## config.mk

```make
export PLATFORM = sky130hd
export DESIGN_NAME = time_set_ctrl
export DESIGN_NICKNAME = d
export VERILOG_FILES = /design/src/rtl/time_pkg.sv /design/src/rtl/btn_event.sv /design/src/rtl/time_set_ctrl.sv
export SDC_FILE = /design/constraint.sdc
export NUM_CORES = 1
export LEC_CHECK = 0
export CORE_AREA = 2 2 139 141
export DETAILED_ROUTE_END_ITERATION = 8
export DIE_AREA = 0 0 141 143
export PLACE_DENSITY_LB_ADDON = 0.3
export SYNTH_ARGS = -nofsm -noshare
export SYNTH_HDL_FRONTEND = slang
export SYNTH_SLANG_ARGS = --single-unit
```

## constraint.sdc

```tcl
create_clock -name clk -period 2.49 [get_ports clk]
set_input_delay 0.498 -clock clk [delete_from_list [all_inputs] [get_ports clk]]
set_output_delay 0.498 -clock clk [all_outputs]
set_load 0.02 [all_outputs]
```

## src/rtl/time_pkg.sv

```systemverilog
// Shared types and constants for the time-set controller.
// Holds the FSM state enum, edit-field codes, widths and wrap helper.
package time_pkg;

  localparam int SEC_W = 6;
  localparam int MIN_W = 6;
  localparam int HR_W  = 5;

  localparam logic [5:0] MAX_SEC = 6'd59;
  localparam logic [5:0] MAX_MIN = 6'd59;
  localparam logic [4:0] MAX_HR  = 5'd23;

  typedef enum logic [2:0] {
    RUN,
    SET_H,
    SET_M,
    SET_S,
    COMMIT
  } state_t;

  localparam logic [1:0] FLD_NONE = 2'd0;
  localparam logic [1:0] FLD_H    = 2'd1;
  localparam logic [1:0] FLD_M    = 2'd2;
  localparam logic [1:0] FLD_S    = 2'd3;

  // One wrapping step within 0..max; out-of-range inputs land in range.
  function automatic logic [5:0] wrap_step(
    input logic [5:0] v,
    input logic [5:0] max,
    input logic       up
  );
    if (up)
      return (v >= max) ? 6'd0 : v + 6'd1;
    else
      return (v == 6'd0 || v > max) ? max : v - 6'd1;
  endfunction

endpackage

```

## src/rtl/btn_event.sv

```systemverilog
// Button rising-edge detector with hold-to-auto-repeat.
// Ports: clk, reset_n, i_btn, i_other (opposing button), i_clr, o_step.
module btn_event #(
  parameter int HOLD_CYC = 50000000,
  parameter int RPT_CYC  = 10000000
) (
  input  logic clk,
  input  logic reset_n,
  input  logic i_btn,
  input  logic i_other,
  input  logic i_clr,
  output logic o_step
);

  localparam int HW = $clog2(HOLD_CYC + 1);
  localparam int RW = $clog2(RPT_CYC + 1);

  logic          r_arm;
  logic          r_prev;
  logic          r_rep_on;
  logic [HW-1:0] r_hold;
  logic [RW-1:0] r_rpt;

  logic w_edge;
  logic w_hold_ok;
  logic w_hold_hit;
  logic w_rpt_hit;

  // r_arm keeps a button held across reset release from firing.
  assign w_edge     = i_btn & ~r_prev & r_arm;
  assign w_hold_ok  = i_btn & ~i_other & ~i_clr;
  assign w_hold_hit = (r_hold == HW'(HOLD_CYC - 1));
  assign w_rpt_hit  = (r_rpt == RW'(RPT_CYC - 1));

  assign o_step = w_edge
                | (w_hold_ok & (r_rep_on ? w_rpt_hit : w_hold_hit));

  always_ff @(posedge clk or negedge reset_n) begin
    if (!reset_n) begin
      r_arm  <= 1'b0;
      r_prev <= 1'b0;
    end else begin
      r_arm  <= 1'b1;
      r_prev <= i_btn;
    end
  end

  always_ff @(posedge clk or negedge reset_n) begin
    if (!reset_n) begin
      r_hold   <= '0;
      r_rpt    <= '0;
      r_rep_on <= 1'b0;
    end else if (!w_hold_ok) begin
      r_hold   <= '0;
      r_rpt    <= '0;
      r_rep_on <= 1'b0;
    end else if (!r_rep_on) begin
      if (w_hold_hit) begin
        r_rep_on <= 1'b1;
        r_rpt    <= '0;
      end else begin
        r_hold <= r_hold + HW'(1);
      end
    end else begin
      r_rpt <= w_rpt_hit ? '0 : r_rpt + RW'(1);
    end
  end

endmodule

```

## src/rtl/time_set_ctrl.sv

```systemverilog
// 1 Hz tick generator and button-driven set-time FSM for the clock counter.
// In: clk, reset_n, btn_*, cur_*; out: tick_1hz, load, set_*, set_active, edit_field, blink.
module time_set_ctrl
  import time_pkg::*;
#(
  parameter int CLK_HZ    = 100000000,
  parameter int BLINK_CYC = 25000000,
  parameter int HOLD_CYC  = 50000000,
  parameter int RPT_CYC   = 10000000
) (
  input  logic             clk,
  input  logic             reset_n,
  input  logic             btn_mode,
  input  logic             btn_inc,
  input  logic             btn_dec,
  input  logic             btn_cancel,
  input  logic [SEC_W-1:0] cur_s,
  input  logic [MIN_W-1:0] cur_m,
  input  logic [HR_W-1:0]  cur_h,
  output logic             tick_1hz,
  output logic             load,
  output logic [SEC_W-1:0] set_s,
  output logic [MIN_W-1:0] set_m,
  output logic [HR_W-1:0]  set_h,
  output logic             set_active,
  output logic [1:0]       edit_field,
  output logic             blink
);

  localparam int DW = $clog2(CLK_HZ);
  localparam int BW = $clog2(BLINK_CYC + 1);

  state_t r_state;
  state_t w_next;

  logic          r_arm;
  logic          r_mprev;
  logic          r_cprev;
  logic [DW-1:0] r_div;
  logic [BW-1:0] r_bcnt;
  logic          r_blink;

  logic [SEC_W-1:0] r_s;
  logic [MIN_W-1:0] r_m;
  logic [HR_W-1:0]  r_h;

  logic w_mode_ev;
  logic w_cncl_ev;
  logic w_in_set;
  logic w_clr;
  logic w_inc_step;
  logic w_dec_step;
  logic w_edit;

  assign w_mode_ev = btn_mode & ~r_mprev & r_arm;
  assign w_cncl_ev = btn_cancel & ~r_cprev & r_arm;
  assign w_in_set  = (r_state == SET_H)
                   | (r_state == SET_M)
                   | (r_state == SET_S);
  assign w_clr     = ~w_in_set | w_mode_ev | w_cncl_ev;
  // Simultaneous inc and dec cancel out.
  assign w_edit    = w_in_set & ~w_mode_ev & ~w_cncl_ev
                   & (w_inc_step ^ w_dec_step);

  btn_event #(
    .HOLD_CYC(HOLD_CYC),
    .RPT_CYC (RPT_CYC)
  ) u_inc (
    .clk    (clk),
    .reset_n(reset_n),
    .i_btn  (btn_inc),
    .i_other(btn_dec),
    .i_clr  (w_clr),
    .o_step (w_inc_step)
  );

  btn_event #(
    .HOLD_CYC(HOLD_CYC),
    .RPT_CYC (RPT_CYC)
  ) u_dec (
    .clk    (clk),
    .reset_n(reset_n),
    .i_btn  (btn_dec),
    .i_other(btn_inc),
    .i_clr  (w_clr),
    .o_step (w_dec_step)
  );

  always_ff @(posedge clk or negedge reset_n) begin
    if (!reset_n) begin
      r_state <= RUN;
      r_arm   <= 1'b0;
      r_mprev <= 1'b0;
      r_cprev <= 1'b0;
    end else begin
      r_state <= w_next;
      r_arm   <= 1'b1;
      r_mprev <= btn_mode;
      r_cprev <= btn_cancel;
    end
  end

  always_comb begin
    w_next     = r_state;
    tick_1hz   = 1'b0;
    load       = 1'b0;
    set_active = 1'b0;
    edit_field = FLD_NONE;
    unique case (r_state)
      RUN: begin
        tick_1hz = (r_div == DW'(CLK_HZ - 1));
        if (w_mode_ev) w_next = SET_H;
      end
      SET_H: begin
        set_active = 1'b1;
        edit_field = FLD_H;
        if (w_cncl_ev)      w_next = RUN;
        else if (w_mode_ev) w_next = SET_M;
      end
      SET_M: begin
        set_active = 1'b1;
        edit_field = FLD_M;
        if (w_cncl_ev)      w_next = RUN;
        else if (w_mode_ev) w_next = SET_S;
      end
      SET_S: begin
        set_active = 1'b1;
        edit_field = FLD_S;
        if (w_cncl_ev)      w_next = RUN;
        else if (w_mode_ev) w_next = COMMIT;
      end
      COMMIT: begin
        load   = 1'b1;
        w_next = RUN;
      end
      default: w_next = RUN;
    endcase
  end

  // Divider only runs while staying in RUN, so any re-entry starts at 0.
  always_ff @(posedge clk or negedge reset_n) begin
    if (!reset_n)
      r_div <= '0;
    else if (r_state == RUN && w_next == RUN)
      r_div <= tick_1hz ? '0 : r_div + DW'(1);
    else
      r_div <= '0;
  end

  always_ff @(posedge clk or negedge reset_n) begin
    if (!reset_n) begin
      r_h <= '0;
      r_m <= '0;
      r_s <= '0;
    end else if (r_state == RUN && w_mode_ev) begin
      r_h <= (cur_h > MAX_HR)  ? '0 : cur_h;
      r_m <= (cur_m > MAX_MIN) ? '0 : cur_m;
      r_s <= (cur_s > MAX_SEC) ? '0 : cur_s;
    end else if (w_edit) begin
      unique case (r_state)
        SET_H:
          r_h <= HR_W'(wrap_step({1'b0, r_h}, {1'b0, MAX_HR}, w_inc_step));
        SET_M:
          r_m <= wrap_step(r_m, MAX_MIN, w_inc_step);
        SET_S:
          r_s <= wrap_step(r_s, MAX_SEC, w_inc_step);
        default: ;
      endcase
    end
  end

  // An edit restarts the phase with the digit visible.
  always_ff @(posedge clk or negedge reset_n) begin
    if (!reset_n) begin
      r_bcnt  <= '0;
      r_blink <= 1'b0;
    end else if (!w_in_set || w_edit) begin
      r_bcnt  <= '0;
      r_blink <= 1'b0;
    end else if (r_bcnt == BW'(BLINK_CYC - 1)) begin
      r_bcnt  <= '0;
      r_blink <= ~r_blink;
    end else begin
      r_bcnt <= r_bcnt + BW'(1);
    end
  end

  assign blink = r_blink & set_active;
  assign set_h = r_h;
  assign set_m = r_m;
  assign set_s = r_s;

endmodule
```

# Yosys cells after proc, flatten, opt, wreduce, memory -nomap -nowiden
# Cells that the tools add are included.
dict set report word_totals {
  register_bits 180
  input_bits 23
  wordCells 175
}
dict set report op_classes {
  addsub 12
  n_bitwise 36
  n_reduce_logical 23
  magnitude_cmp 9
  n_eq_ne 16
  n_mux 61
}
# operator n
set op_table {}
lappend op_table {{$mux 24} 8}
lappend op_table {{$mux 26} 6}
lappend op_table {{$mux 6} 14}
lappend op_table {{$mux 27} 2}
lappend op_table {{$add 26x1->26 const B} 2}
lappend op_table {{$eq 26x26->1 const B} 2}
lappend op_table {{$mux 25} 2}
lappend op_table {{$add 24x1->24 const B} 2}
lappend op_table {{$eq 24x24->1 const B} 2}
lappend op_table {{$mux 5} 7}
lappend op_table {{$add 27x1->27 const B} 1}
lappend op_table {{$eq 27x27->1 const B} 1}
lappend op_table {{$add 25x1->25 const B} 1}
lappend op_table {{$eq 25x25->1 const B} 1}
lappend op_table {{$gt 6x6->1 const B} 4}
lappend op_table {{$mux 3} 7}
lappend op_table {{$and 1x1->1} 18}
lappend op_table {{$mux 1} 13}
lappend op_table {{$add 6x1->6 const B} 2}
lappend op_table {{$ge 6x6->1 const B} 2}
lappend op_table {{$logic_not 6->1} 2}
lappend op_table {{$pmux 3 s4} 1}
lappend op_table {{$sub 6x1->6 const B} 2}
lappend op_table {{$not 1->1} 11}
lappend op_table {{20 further kinds} 44}

# Logic depth before layout (Yosys ltp)
dict set report depth {
  ltp_word 14
  mapped_depth 11
  ltp_nobuf 8
}

# Hierarchy
# Synthesis repeated with hierarchy kept, for this count alone.
dict set report unflattened {
  hier_cells 1191
  area_unflattened_um2 10716.5
}
# module cells_each area_each_um2 n_inst
set by_module_without_submodules {}
lappend by_module_without_submodules {time_set_ctrl 544 4710.8 1}
lappend by_module_without_submodules {{btn_event (u_dec)} 329 3036.7 1}
lappend by_module_without_submodules {{btn_event (u_inc)} 318 2969.1 1}

# Least setup slack after synthesis
# Ideal clock, no wire load.
dict set report synth_path {
  path_kind {register -> register}
  startpoint {register r_div[0]}
  endpoint {register r_div[18]}
  path_slack_ns -0.250
  setup_time_ns 0.132
  path_stages_with_launch 10
  required_time_ns 2.358
  synth_period_minus_slack_ns 2.740
  t_arrival_ns 2.608
  path_cell_list {dfrtp_1 ha_1 nand3_1 nor2_1 nand2_1 nor4_1 or3_1 clkbuf_1 clkbuf_1 nor2_1}
}
dict set report synth_via {
  elab_chain_cells 4
  elab_cells_between_ends 5
}
# item line_no
set synth_rtl {}
lappend synth_rtl {{start, declared} time_set_ctrl.sv:39} ;# logic [DW-1:0] r_div;
lappend synth_rtl {{start signal, assigned} time_set_ctrl.sv:145} ;# r_div <= tick_1hz ? '0 : r_div + DW'(1);
lappend synth_rtl {{$eq 27x27->1} time_set_ctrl.sv:111} ;# tick_1hz = (r_div == DW'(CLK_HZ - 1));
lappend synth_rtl {{$mux 1} time_set_ctrl.sv:109} ;# unique case (r_state)
lappend synth_rtl {{named net tick_1hz} time_set_ctrl.sv:20} ;# output logic tick_1hz,
lappend synth_rtl {{$mux 27} time_set_ctrl.sv:145}
lappend synth_rtl {{$mux 27} time_set_ctrl.sv:144} ;# else if (r_state == RUN && w_next == RUN)
# The timed path passes the listed nets, and every way through them passes these cells.
# A chain may end at the register's enable or synchronous reset.

# Worst setup path after layout
dict set report layout_path {
  startpoint {register u_inc.r_hold[16]}
  endpoint {register r_s[3] (netlist: set_s[3])}
}
dict set report layout_via {
  elab_chain_cells 8
  elab_cells_between_ends 12
}
# item line_no
set layout_rtl {}
lappend layout_rtl {{start, declared} btn_event.sv:21} ;# logic [HW-1:0] r_hold;
lappend layout_rtl {{start signal, assigned} btn_event.sv:62} ;# r_hold <= r_hold + HW'(1);
lappend layout_rtl {{$eq 26x26->1 (*)} btn_event.sv:32} ;# assign w_hold_hit = (r_hold == HW'(HOLD_CYC - 1));
lappend layout_rtl {{$mux 1 (*)} btn_event.sv:36} ;# | (w_hold_ok & (r_rep_on ? w_rpt_hit : w_hold_hit));
lappend layout_rtl {{$and 1x1->1 (*)} btn_event.sv:36}
lappend layout_rtl {{$or 1x1->1 (*)} btn_event.sv:36}
lappend layout_rtl {{$mux 6 / $xor 1x1->1 (equally long branches)} {time_pkg.sv:32, time_set_ctrl.sv:63}}
lappend layout_rtl {{$mux 6 / $and 1x1->1 (equally long branches)} {time_set_ctrl.sv:160, time_set_ctrl.sv:63}}
lappend layout_rtl {{$mux 6 / $reduce_bool 2->1 (equally long branches)} --}
lappend layout_rtl {{$mux 6 / $reduce_and 2->1 (equally long branches)} --}
lappend layout_rtl {{end signal, assigned} time_set_ctrl.sv:158} ;# r_s <= (cur_s > MAX_SEC) ? '0 : cur_s;
lappend layout_rtl {{end signal, assigned} time_set_ctrl.sv:166} ;# r_s <= wrap_step(r_s, MAX_SEC, w_inc_step);
lappend layout_rtl {{end, declared} time_set_ctrl.sv:43} ;# logic [SEC_W-1:0] r_s;
# Mark *: on every way between the ends. The rest lies on a longest branch, timed or not. The select of a mux whose other input is x is not followed.

==> results.yml <==
die:
  core_area_mm2: 0.01858
  io-pin-count: 46
  rows: 50
  die_h_um: 143
  start_util: 0.5440
  die_w_um: 141
  dieArea_mm2: 0.02016
placement:
  gp_congestion: 0.8892
  numPortBuffers: 45
  dpl.hpwl_um: 16940
logic_synthesis:
  async_flop_share: 1.000
  yosysWarnings: 0
  synth_top_family_by_area: "simple AND/OR/NAND/NOR gates"
  synthXorXnorAreaFrac: 0.09606
  synth_mux_area_frac: 0.01238
  synth_cell_type_count: 75
  synthAdderAreaFrac: 0.01733
  synth-simple-area-share: 0.2676
  avgSynthCellArea_um2: 8.913
  synth_seq_area_share: 0.4457
  synth.cell_area_mm2: 0.01011
  synthesis.nets: 1171
  ys_dominant_reg_cell: "dfrtp_1"
  synth_compound_area_frac: 0.1304
  ys_ff_latch: 180
  synth-edff-count: 0
  synthCells: 1134
critical_path:
  crit_path_end_kind: "register"
  cp.arrival_ns: 2.89
  cp.required_ns: 2.81
  r2r_setup_slack_ns: -0.08
  timing_worst_setup_path_type: "register to register"
  cp_max_fo: 3
  startpoint_type: "register"
  r2r_cells: 8
  worstReg2RegEnd: "set_s[3]$_DFFE_PN0P_"
  reg2reg_from: "u_inc.r_hold[16]$_DFFE_PN0P_"
global_routing:
  grtUsageMet2: 0.4321
  antenna_found_initial: 0
  grt.overflow.total: 0
  grt.busiest_layer: "met2"
  met3_usage: 0.03655
  grt_pass1_vias: 8679
  track_usage: 0.2511
  grt_pass1_wl_um: 41320
  use_met1: 0.3297
  grt_max_degree: 65
clock_tree:
  cts_sinks: 180
  cts_tree: "done"
  cts_buffers: 17
  path_clk_slew_ns: 0.07
  htreeDepth: 4
  cts_root_buf: "clkbuf_16"
  clock_latency_ns: 0.44
  cts_max_path_buffers: 2
  postCtsHoldBufs: 0
power:
  ir_worst_vdd_mv: 0.5935
  p_per_area_mw_per_mm2: 674.2
  fin_total_pwr_mw: 8.581
  leakage_nw: 5.312
sta:
  fin_ws_ns: -0.08104
  setup-violations-final: 34
  setup_tns_ns: -0.6597
  fin_crit_sh: 1.033
  slew_headroom: 0.5605
  rsz0062_at_grt: "true"
  finClkSkew_ns: 0.01192
  worst_pin_slew_ns: 0.6593
  finalHoldViolCount: 0
  slew_viol_final: 0
  fmax_mhz: 388.9
  period_needed_ns: 2.571
cells_and_area:
  num_antenna_cells: 0
  drive_gt1_frac: 0.1734
  area_delta_synth_final_pct: 25.94
  nNetsFinal: 1333
  final_common_cell: "dfrtp_1"
  nFillCells: 1409
  layout_common_cells: "dfrtp_1, nor2_1, buf_4"
drt:
  drtPass1Iterations: 7
  antenna_left: 0
  dr_total_vias: 9004
  drt-wirelength-per-cell_um: 16.07
  finalWirelength_um: 24790
  drt-initial-drc-count: 801
  via_per_inst: 5.835
  drc_errors: 0
worst_hold_path:
  hold_path.class: "primary input to async pin"
status:
  outcome: "finished with violations"
  violations: "setup timing"
job:
  drv_cap: 0
timing repair:
action	in CTS	in global routing
pin swaps	7	11
gates resized for setup	26	38
endpoints found under the setup margin	44	81
buffers inserted	1	5
area by class of cell:
cell class | count | area, µm² | area share
Inverter | 30 | 112.6 | 0.008847
Clock buffer | 17 | 425.4 | 0.03342
Timing Repair Buffer | 186 | 1599 | 0.1256
Multi-Input combinational cell | 881 | 5585 | 0.4388
Tap cell | 234 | 292.8 | 0.02300
Sequential cell | 180 | 4504 | 0.3539
Clock inverter | 15 | 209.0 | 0.01642
per-stage QoR:
stage	hold slack (ns)	cells	utilization	setup WS (ns)	instance area, µm²
6_report	0.04903	1543	0.6851	-0.08104	12730
3_3_place_gp	0.4656	1506	0.6336	-0.2308	11770
2_1_floorplan	0.2024	1134	-	0.001512	10120
3_5_place_dp	0.4729	1506	0.6336	-0.2838	11770
4_1_cts	0.07881	1539	0.6730	-0.05432	12500
5_1_grt	0.09449	1543	0.6851	-0.1497	12730
how the worst max path moves through the flow:
stage	startpoint	endpoint	slack [ns]	cells past startpoint
2_1_floorplan	btn_mode	set_s[0]$_DFFE_PN0P_	0.002	8
3_3_place_gp	btn_cancel	set_h[4]$_DFFE_PN0P_	-0.23	9
3_5_place_dp	btn_cancel	set_h[4]$_DFFE_PN0P_	-0.28	9
4_1_cts	u_dec.r_hold[1]$_DFFE_PN0P_	set_m[0]$_DFFE_PN0P_	-0.05	8
5_1_grt	u_dec.r_rpt[7]$_DFFE_PN0P_	r_bcnt[23]$_DFF_PN0_	-0.15	9
6_report	u_inc.r_hold[16]$_DFFE_PN0P_	set_s[3]$_DFFE_PN0P_	-0.08	8
worst max-delay path, cell delays in order, from the launching register on:
cell	delay, ns
dfrtp_1	0.38
or4bb_4	0.59
nor4_4	0.30
a2bb2o_4	0.22
buf_6	0.11
mux2_2	0.33
a211oi_2	0.16
o21ai_1	0.11
mux2_4	0.26
state kept, by name (all words and copies together), names as in the netlist, 3 cells and up:
signal / count
u_dec.r_rpt: 24
u_inc.r_hold: 26
u_inc.r_rpt: 24
set_h: 5
set_m: 6
set_s: 6
u_dec.r_hold: 26
r_div: 27
r_bcnt: 25
r_state: 3
report_power, final:
part           total, mW  switching (mW)  internal, mW
clock network       2.85            1.30          1.55
registers           3.40           0.312          3.09
logic               2.33            1.27          1.05
total               8.58            2.89          5.69
layer usage:
metal  up-vias  share of wire
li1       4348              -
met1      4384           0.43
met2       221           0.50
met3        51          0.043
met4         0          0.023
met5         -              0
cell usage after synthesis, types with 3 or more instances:
library cell | instances | share of area
buf_2 | 4 | 0.0020
o31a_1 | 3 | 0.0026
nand3b_1 | 7 | 0.0052
nor2_1 | 166 | 0.062
ha_1 | 14 | 0.017
a21o_1 | 4 | 0.0030
nor3b_1 | 4 | 0.0030
xor2_1 | 63 | 0.055
and4_1 | 13 | 0.011
nor2b_1 | 13 | 0.0080
and2_1 | 13 | 0.0080
or4_1 | 4 | 0.0030
or3_1 | 12 | 0.0074
mux2i_1 | 8 | 0.0079
nand4b_1 | 3 | 0.0026
inv_1 | 30 | 0.011
nand4_1 | 30 | 0.019
nor3_1 | 24 | 0.012
a31oi_1 | 11 | 0.0068
o41ai_1 | 4 | 0.0035
and3_1 | 30 | 0.019
buf_6 | 3 | 0.0033
mux2_1 | 3 | 0.0033
nand2b_1 | 8 | 0.0050
a21oi_1 | 33 | 0.016
nand3_1 | 67 | 0.033
nor4_1 | 20 | 0.012
a32oi_1 | 4 | 0.0035
o31ai_1 | 18 | 0.013
nand2_1 | 109 | 0.040
xnor2_1 | 46 | 0.040
o21ai_0 | 85 | 0.042
o211ai_1 | 3 | 0.0022
dfrtp_1 | 180 | 0.45
nor4b_1 | 4 | 0.0035
a2bb2oi_1 | 3 | 0.0026
a211oi_1 | 8 | 0.0059
clkbuf_1 | 33 | 0.012
kinds of logic (layout without fill, tap and decap cells):
group | count (synthesis) | count (layout)
compound gates | 204 | 204
xor+xnor | 110 | 110
fa+ha+maj | 14 | 14
buf+inv | 73 | 248
flops | 180 | 180
mux | 12 | 12
other cells | 1 | 1
simple gates | 540 | 540
No activity file was read; power rests on OpenSTA's default activity.
